--- config.mk ---
export PLATFORM = sky130hd
export DESIGN_NAME = esaxi_wr
export DESIGN_NICKNAME = d
export VERILOG_FILES = /design/src/rtl/esaxi_wr.sv
export SDC_FILE = /design/constraint.sdc
export NUM_CORES = 1
export LEC_CHECK = 0
export BUFFER_PORTS_ARGS = -buffer_cell sky130_fd_sc_hd__buf_2
export CORE_AREA = 2 2 131 133
export CTS_CLUSTER_SIZE = 12
export DETAILED_ROUTE_END_ITERATION = 10
export DIE_AREA = 0 0 133 135
export PLACE_DENSITY = 0.87
export SLEW_MARGIN = 0
export SYNTH_ARGS = -nofsm -noshare
export SYNTH_HDL_FRONTEND = slang
export SYNTH_SLANG_ARGS = --single-unit
--- constraint.sdc ---
create_clock -name clk -period 7.06 [get_ports clk]
set_input_delay 0.706 -clock clk [delete_from_list [all_inputs] [get_ports clk]]
set_output_delay 0.706 -clock clk [all_outputs]
set_load 0.01 [all_outputs]
--- src/rtl/esaxi_wr.sv ---
// -----------------------------------------------------------------------------
// esaxi_wr : AXI4 slave write-channel front end for the eMesh bridge.
//
// Accepts one AXI write burst at a time on the AW/W/B channels and emits one
// 104-bit eMesh write packet for every accepted data beat. The packet sits in
// a single output register that can be drained and refilled in the same cycle.
//
// Ports
//   clk, rst          clock, asynchronous active-high reset
//   s_axi_aw*         write address channel (id, addr, len, size, burst)
//   s_axi_w*          write data channel (wstrb is ignored; the address picks
//                     the lane)
//   s_axi_b*          write response channel (always OKAY)
//   wr_access         eMesh packet valid
//   wr_packet         eMesh packet {srcaddr, data, dstaddr, ctrlmode,
//                     datamode, write}
//   wr_wait           eMesh backpressure; packet is held while high
// -----------------------------------------------------------------------------
module esaxi_wr #(
    parameter int unsigned IDW      = 12,
    parameter logic [4:0]  CTRLMODE = 5'b00000,
    parameter logic [31:0] SRCADDR  = 32'h0000_0000
) (
    input  logic           clk,
    input  logic           rst,
    input  logic [IDW-1:0] s_axi_awid,
    input  logic [31:0]    s_axi_awaddr,
    input  logic [7:0]     s_axi_awlen,
    input  logic [2:0]     s_axi_awsize,
    input  logic [1:0]     s_axi_awburst,
    input  logic           s_axi_awvalid,
    output logic           s_axi_awready,
    input  logic [63:0]    s_axi_wdata,
    input  logic [7:0]     s_axi_wstrb,
    input  logic           s_axi_wlast,
    input  logic           s_axi_wvalid,
    output logic           s_axi_wready,
    output logic [IDW-1:0] s_axi_bid,
    output logic [1:0]     s_axi_bresp,
    output logic           s_axi_bvalid,
    input  logic           s_axi_bready,
    output logic           wr_access,
    output logic [103:0]   wr_packet,
    input  logic           wr_wait
);

    typedef enum logic [1:0] {IDLE, DATA, RESP} state_t;

    localparam logic [1:0] BURST_FIXED = 2'b00;

    state_t         state, state_nxt;
    logic [IDW-1:0] id_q;
    logic [31:0]    addr_q;
    logic [7:0]     len_q;
    logic [7:0]     beat_cnt;
    logic [1:0]     burst_q;
    logic [1:0]     size_q;

    logic           beat;
    logic [31:0]    lane_data;
    logic [31:0]    src_data;
    logic [31:0]    addr_nxt;
    logic [103:0]   packet_nxt;

    // Strobes are not needed: the beat address selects the byte lane.
    logic unused;
    assign unused = ^s_axi_wstrb;

    assign s_axi_bid   = id_q;
    assign s_axi_bresp = 2'b00;

    // NOTE: every signal driven here gets a default first so no path through
    // the case statement can leave it unassigned and infer a latch.
    always_comb begin
        state_nxt     = state;
        s_axi_awready = 1'b0;
        s_axi_wready  = 1'b0;
        s_axi_bvalid  = 1'b0;
        beat          = 1'b0;
        case (state)
            IDLE: begin
                s_axi_awready = 1'b1;
                if (s_axi_awvalid) state_nxt = DATA;
            end
            DATA: begin
                // Output register is free, or being drained this cycle.
                s_axi_wready = ~wr_access | ~wr_wait;
                beat         = s_axi_wvalid & s_axi_wready;
                // Whichever comes first, wlast or len+1 beats, ends the burst.
                if (beat && (s_axi_wlast || beat_cnt == len_q)) state_nxt = RESP;
            end
            RESP: begin
                // Hold the response until the final packet has left.
                s_axi_bvalid = ~wr_access | ~wr_wait;
                if (s_axi_bvalid && s_axi_bready) state_nxt = IDLE;
            end
            default: state_nxt = IDLE;
        endcase
    end

    // Lane select and packet assembly for the current beat.
    always_comb begin
        lane_data = 32'd0;
        case (size_q)
            2'd0:    lane_data = {24'd0, s_axi_wdata[{addr_q[2:0], 3'b000} +: 8]};
            2'd1:    lane_data = {16'd0, s_axi_wdata[{addr_q[2:1], 4'b0000} +: 16]};
            2'd2:    lane_data = s_axi_wdata[{addr_q[2], 5'b00000} +: 32];
            default: lane_data = s_axi_wdata[31:0];
        endcase
        src_data   = (size_q == 2'd3) ? s_axi_wdata[63:32] : SRCADDR;
        packet_nxt = {src_data, lane_data, addr_q, CTRLMODE, size_q, 1'b1};
        // WRAP is handled as INCR; the adder wraps modulo 2^32.
        addr_nxt   = (burst_q == BURST_FIXED) ? addr_q : addr_q + (32'd1 << size_q);
    end

    // NOTE: sequential state uses non-blocking assignments only, so every
    // register samples the pre-edge values regardless of statement order.
    always_ff @(posedge clk or posedge rst) begin
        if (rst) begin
            state     <= IDLE;
            id_q      <= '0;
            addr_q    <= '0;
            len_q     <= '0;
            beat_cnt  <= '0;
            burst_q   <= '0;
            size_q    <= '0;
            wr_access <= 1'b0;
            wr_packet <= '0;
        end else begin
            state <= state_nxt;
            if (s_axi_awvalid && s_axi_awready) begin
                id_q     <= s_axi_awid;
                addr_q   <= s_axi_awaddr;
                len_q    <= s_axi_awlen;
                burst_q  <= s_axi_awburst;
                size_q   <= (s_axi_awsize > 3'd3) ? 2'd3 : s_axi_awsize[1:0];
                beat_cnt <= '0;
            end
            if (beat) begin
                addr_q    <= addr_nxt;
                beat_cnt  <= beat_cnt + 8'd1;
                wr_access <= 1'b1;
                wr_packet <= packet_nxt;
            end else if (!wr_wait) begin
                wr_access <= 1'b0;
            end
        end
    end

endmodule

== Word-level counts from Yosys, hierarchy flattened ==
Index checks and enable logic that the tools add are counted.

* Muxes and demuxes: 18
* Equality and inequality tests: 11
* Shift-type cells: 4
* Add/subtract/negate cells: 2
* Divide/modulo/power cells: 0
* Bitwise gates (word level): 4
* $lt $le $gt $ge: 1
* Reductions and logical operators: 10
* Multipliers: 0

{| class="wikitable"
|+ Operators by type and width
! kind !! count
|-
| $mux 32 || 4
|-
| $pmux 32 s3 || 1
|-
| $shiftx 64x7->16 || 1
|-
| $shiftx 64x7->32 || 1
|-
| $shiftx 64x7->8 || 1
|-
| $add 32x32->32 || 1
|-
| $shl 1x2->32 const A || 1
|-
| $mux 8 || 2
|-
| $add 8x1->8 const B || 1
|-
| $eq 8x8->1 || 1
|-
| $mux 2 || 4
|-
| $ne 2x2->1 const B || 4
|-
| $eq 2x2->1 const B || 3
|-
| $logic_not 2->1 || 3
|-
| $mux 1 || 6
|-
| $pmux 2 s3 || 1
|-
| $eq 2x1->1 const B || 2
|-
| $gt 3x2->1 const B || 1
|-
| $logic_and 1x1->1 || 3
|-
| $reduce_and 3->1 || 1
|-
| $ne 2x1->1 const B || 1
|-
| $not 1->1 || 2
|-
| $reduce_and 2->1 || 1
|-
| $reduce_bool 2->1 || 1
|-
| 3 further kinds || 3
|}

* Register bits after elaboration: 166
* Output and inout port bits: 122
* Memory bits (writable): 0
* Bits of input ports: 136
* Memories kept: 0
* ROM bits: 0
* Word-level logic and storage cells: 59
* Bits in latches: 0

== Depth between registers and ports, before layout ==
* Depth in word-level cells: 6
* Mapped depth: 13
* Gate-level depth less buffers: 10

== Worst setup path after synthesis ==
OpenSTA, ideal clock, no wires.

* Path kind: register to register
* From: register size_q[1]
* To: register addr_q[28]
* Path buffers: 3
* Data required time: 6.931 ns
* Cell stages (with the launch flop): 14
* Library setup time: 0.129 ns
* Setup slack: 4.294 ns
* Clock period less this slack: 2.766 ns
* Arrival: 2.636 ns
* Cell sequence: dfrtp_1 > buf_2 > clkbuf_1 > buf_1 > nor2_1 > ha_1 > inv_1 > fa_1 > nor2b_1 > o31a_1 > nand2_1 > nor3_1 > mux2i_1 > o21ai_1

* Word-level cells in the longest chain between the ends: 4

{| class="wikitable"
|+ RTL lines
! element !! line !! RTL
|-
| start, declared || 57 || <nowiki>logic [1:0] size_q;</nowiki>
|-
| start signal, assigned || 136 || <nowiki>size_q <= (s_axi_awsize > 3'd3) ? 2'd3 : s_axi_awsize[1:0];</nowiki>
|-
| $shl 1x2->32 || 113 || <nowiki>addr_nxt = (burst_q == BURST_FIXED) ? addr_q : addr_q + (32'd1 << size_q);</nowiki>
|-
| $add 32x32->32 || 113 ||
|-
| $mux 32 || 113 ||
|-
| $mux 32 || 139 || <nowiki>if (beat) begin</nowiki>
|-
| end signal, assigned || 133 || <nowiki>addr_q <= s_axi_awaddr;</nowiki>
|-
| end signal, assigned || 140 || <nowiki>addr_q <= addr_nxt;</nowiki>
|-
| end, declared || 53 || <nowiki>logic [31:0] addr_q;</nowiki>
|}

Every way passes these cells. The select of a mux whose other input is x is not followed.
A chain may end at the register's enable or synchronous reset.

== Final worst setup path ==
Ends and elaborated chain as after synthesis.

==> results by group <==
Yosys
  – Mapped Cells: 952
  – EDFF count, synth: 0
  – Mapped cell area: 8490 um2
  – Syn_area_per_cell: 8.92 um2
  – Main synth FF type: dfrtp_1
  – Synth Register Bits: around 170
  – Yosys warning count: 0
  – Seq/Total Area, Yosys: between 40 and 50%
  – Share of flip-flops with an asynchronous set or reset: between 90% and 100%
  – Synth cell types: 70

STA
  – Setup violations, final: 0
  – Clock Skew: 0.0151 ns
  – Hold_ws: ~0.46 ns
  – Min cycle time layout: 3.83 ns
  – Final period util: 54.2%
  – Max frequency: between 200 and 300 MHz
  – Setup WS post-layout: 3.23 ns
  – RSZ-0062 raised after global routing: no
  – Sum Neg Setup Slack: 0 ns
  – Slew margin rel.: between 20% and 30%
  – Max-slew violation count: 0
  – Worst Tran Pin Value: between 1 and 1.5 ns
  – Final Hold Vio Count: 0

Setup path
  – Number of buffers and inverters on the critical path: 1
  – Cell mode on critical path: nand2_1
  – CP endpoint kind: register
  – Arr. time, crit path: 4.13 ns
  – Max FO, Critical Path: 48
  – CP Launch Type: register
  – Worst path cell trace: nand2_1, inv_1, ha_1, o21a_1, o31a_1, nand2_1, nor3_1, mux2i_1, o21ai_1
  – Crit path max-delay cell type: dfrtp_2
  – Crit-path max cell delay: roughly 0.94 ns
  – Crit path max-delay family: flip-flops
  – Critical path required time: 7.36 ns
  – WS Path Type: reg -> reg

Clock tree
  – Clk pin slew, worst setup/hold paths: 0.07 ns
  – Total CTS buffers: 17
  – Clock sinks: 166
  – CTS root buffer: clkbuf_16
  – Post-cts resize count: 0
  – Worst-Skew Late Latency: approximately 0.43 ns
  – Clk buf depth: 2
  – Setup Buffers After CTS: 0
  – TritonCTS clock tree: built
  – Hold-fix buffers, CTS: 0
  – H-tree lvl count: 4

Power
  – Sw Share: a little over two fifths
  – Seq pwr share: a little under two fifths
  – VDD IR-drop max: about 0.25 mV
  – NetSw: 0.00210 W
  – Comb pwr share: 42.8%
  – Total chip power: between 0.004 and 0.005 W
  – Pint: 0.00270 W
  – Leak: approximately 5.2 nW
  – Clock power frac: 19.6%
  – Pwr dens: around 460 nW/um2

Layout
  – Commonest non-fill, non-tap cells in the layout: 279 x nand2_1, 242 x buf_2, 164 x dfrtp_1
  – Final nets: between 1k and 1.5k
  – Area Overhead vs Synth: 21.7%
  – Layout cells sized above 1: 27.7%
  – Fillers: 1370
  – Commonest non-fill, non-tap cell in the layout: nand2_1

Placement
  – Dpl hpwl: around 17 mm
  – IO buf count: 242
  – Post-Place Setup Slack: roughly 3.4 ns
  – GP Congestion: around 0.87

Routing
  – Post-route ant nets: 0
  – DR iter-0 viols: 527
  – Via count: between 7k and 8k
  – Drt total wl: 24.8 mm
  – Vias per cell: around 5.7
  – WL/cell: between 15 and 20 um
  – DRC: 0
  – First-pass DRT Iterations: 5

Global routing
  – Largest net degree at the start of global routing: roughly 100
  – Overall Global Routing Usage: approximately 28%
  – Vias in the first global route: about 7.5k
  – Initial antenna violation count: 2
  – Global route overflow: 0
  – Global-route wire length before repair: a little under 40 mm

Floorplanning
  – Rows: 47
  – Chip Width: about 130 um
  – I/O pin cnt: ~260
  – Initial core utilization: 51.7%
  – Die height: approximately 140 um
  – Core ar.: 16400 um2
  – Die ar.: about 18000 um2

Outcome
  – Status: finished clean

Worst hold path
  – Hold WC Path Type: in -> async

Flow run
  – Max-cap check violation count: 0
routing by layer:
metal / global-route usage, % / routed length (um)
met5: 0 / 13
met4: 11.6 / 833
met3: 6.27 / 2040
met2: 46.8 / 12300
met1: 35.4 / 9690
registers in the layout, indices dropped and copies added, names as in the netlist:
name / flops
wr_packet: 99
addr_q: 32
beat_cnt: 8
wr_access: 1
burst_q: 2
state: 2
len_q: 8
size_q: 2
s_axi_bid: 12
logic make-up (layout without fill, tap and decap cells):
kind of cell               after synthesis  after routing  share of synthesized area [%]
AOI/OAI and AO/OA                      183            183                           14.0
xor gates and xnor gates                11             11                           1.13
adders and majority gates                6              6                          0.973
buffers and inverters                   84            294                           4.60
DFF                                    166            166                           48.9
muxes                                   48             48                           6.97
other                                    1              8                         0.0442
and+or+nand+nor                        453            453                           23.3
cells in the mapped netlist, types with 8 or more instances:
master / instances / area, um2
mux2i_1: 31 / 310
nand3_1: 46 / 230
nor2b_1: 8 / 50.1
buf_1: 9 / 33.8
mux4_2: 8 / 180
o22ai_1: 13 / 81.3
buf_4: 14 / 105
a32oi_1: 8 / 70.1
nor3_1: 10 / 50.1
dfrtp_1: 166 / 4150
a21oi_1: 57 / 285
a22o_1: 16 / 140
a221oi_1: 8 / 70.1
nand2_1: 280 / 1050
inv_1: 14 / 52.6
a22oi_1: 10 / 75.1
nor2_1: 65 / 244
xor2_1: 10 / 87.6
mux2_2: 8 / 90.1
buf_2: 12 / 60.1
clkbuf_1: 34 / 128
nand4_1: 9 / 56.3
o21ai_0: 33 / 165
metrics by stage:
stage	std cells	instance area [um2]	util [%]
global route	1388	10300	63.0
floorplan	958	8510	-
detailed placement	1356	9730	59.3
global placement	1356	9730	59.3
finish	1389	10300	63.0
CTS	1388	10300	63.0
power by group through the flow:
stage / clock network [W] / registers, W / logic, W
2_1_floorplan: 0 / 0.00178 / 0.00137
3_3_place_gp: 0 / 0.00179 / 0.00198
3_5_place_dp: 0 / 0.00180 / 0.00205
4_1_cts: 0.000954 / 0.00179 / 0.00206
5_1_grt: 0.00100 / 0.00187 / 0.00227
6_report: 0.000941 / 0.00180 / 0.00205
area by class of cell:
class	count	area [um2]	area share, %
sequential	166	4160	40.2
multi-input combinational	708	3980	38.5
timing repair buffer	248	1260	12.2
clock buffer	17	425	4.12
tap	220	275	2.66
clock inverter	15	179	1.73
inverter	14	57.6	0.557
antenna	1	2.50	0.0242
final timing paths:
| kind | startpoint | endpoint | slack [ns] | depth (start not counted) |
|---|---|---|---|---|
| worst max-delay path | size_q[1] | addr_q[28] | 3.23 | 9 |
| worst min-delay path | rst | wr_packet[19] | 0.46 | 2 |
| worst max register to register | size_q[1] | addr_q[28] | 3.23 | 9 |
| worst min register to register | wr_packet[82] | wr_packet[82] | 0.46 | 2 |
| max in group asynchronous | rst | beat_cnt[2] | 5.26 | 3 |
| min in group clk | wr_packet[82] | wr_packet[82] | 0.46 | 2 |
Note: power is estimated with default switching activity, not from simulation.
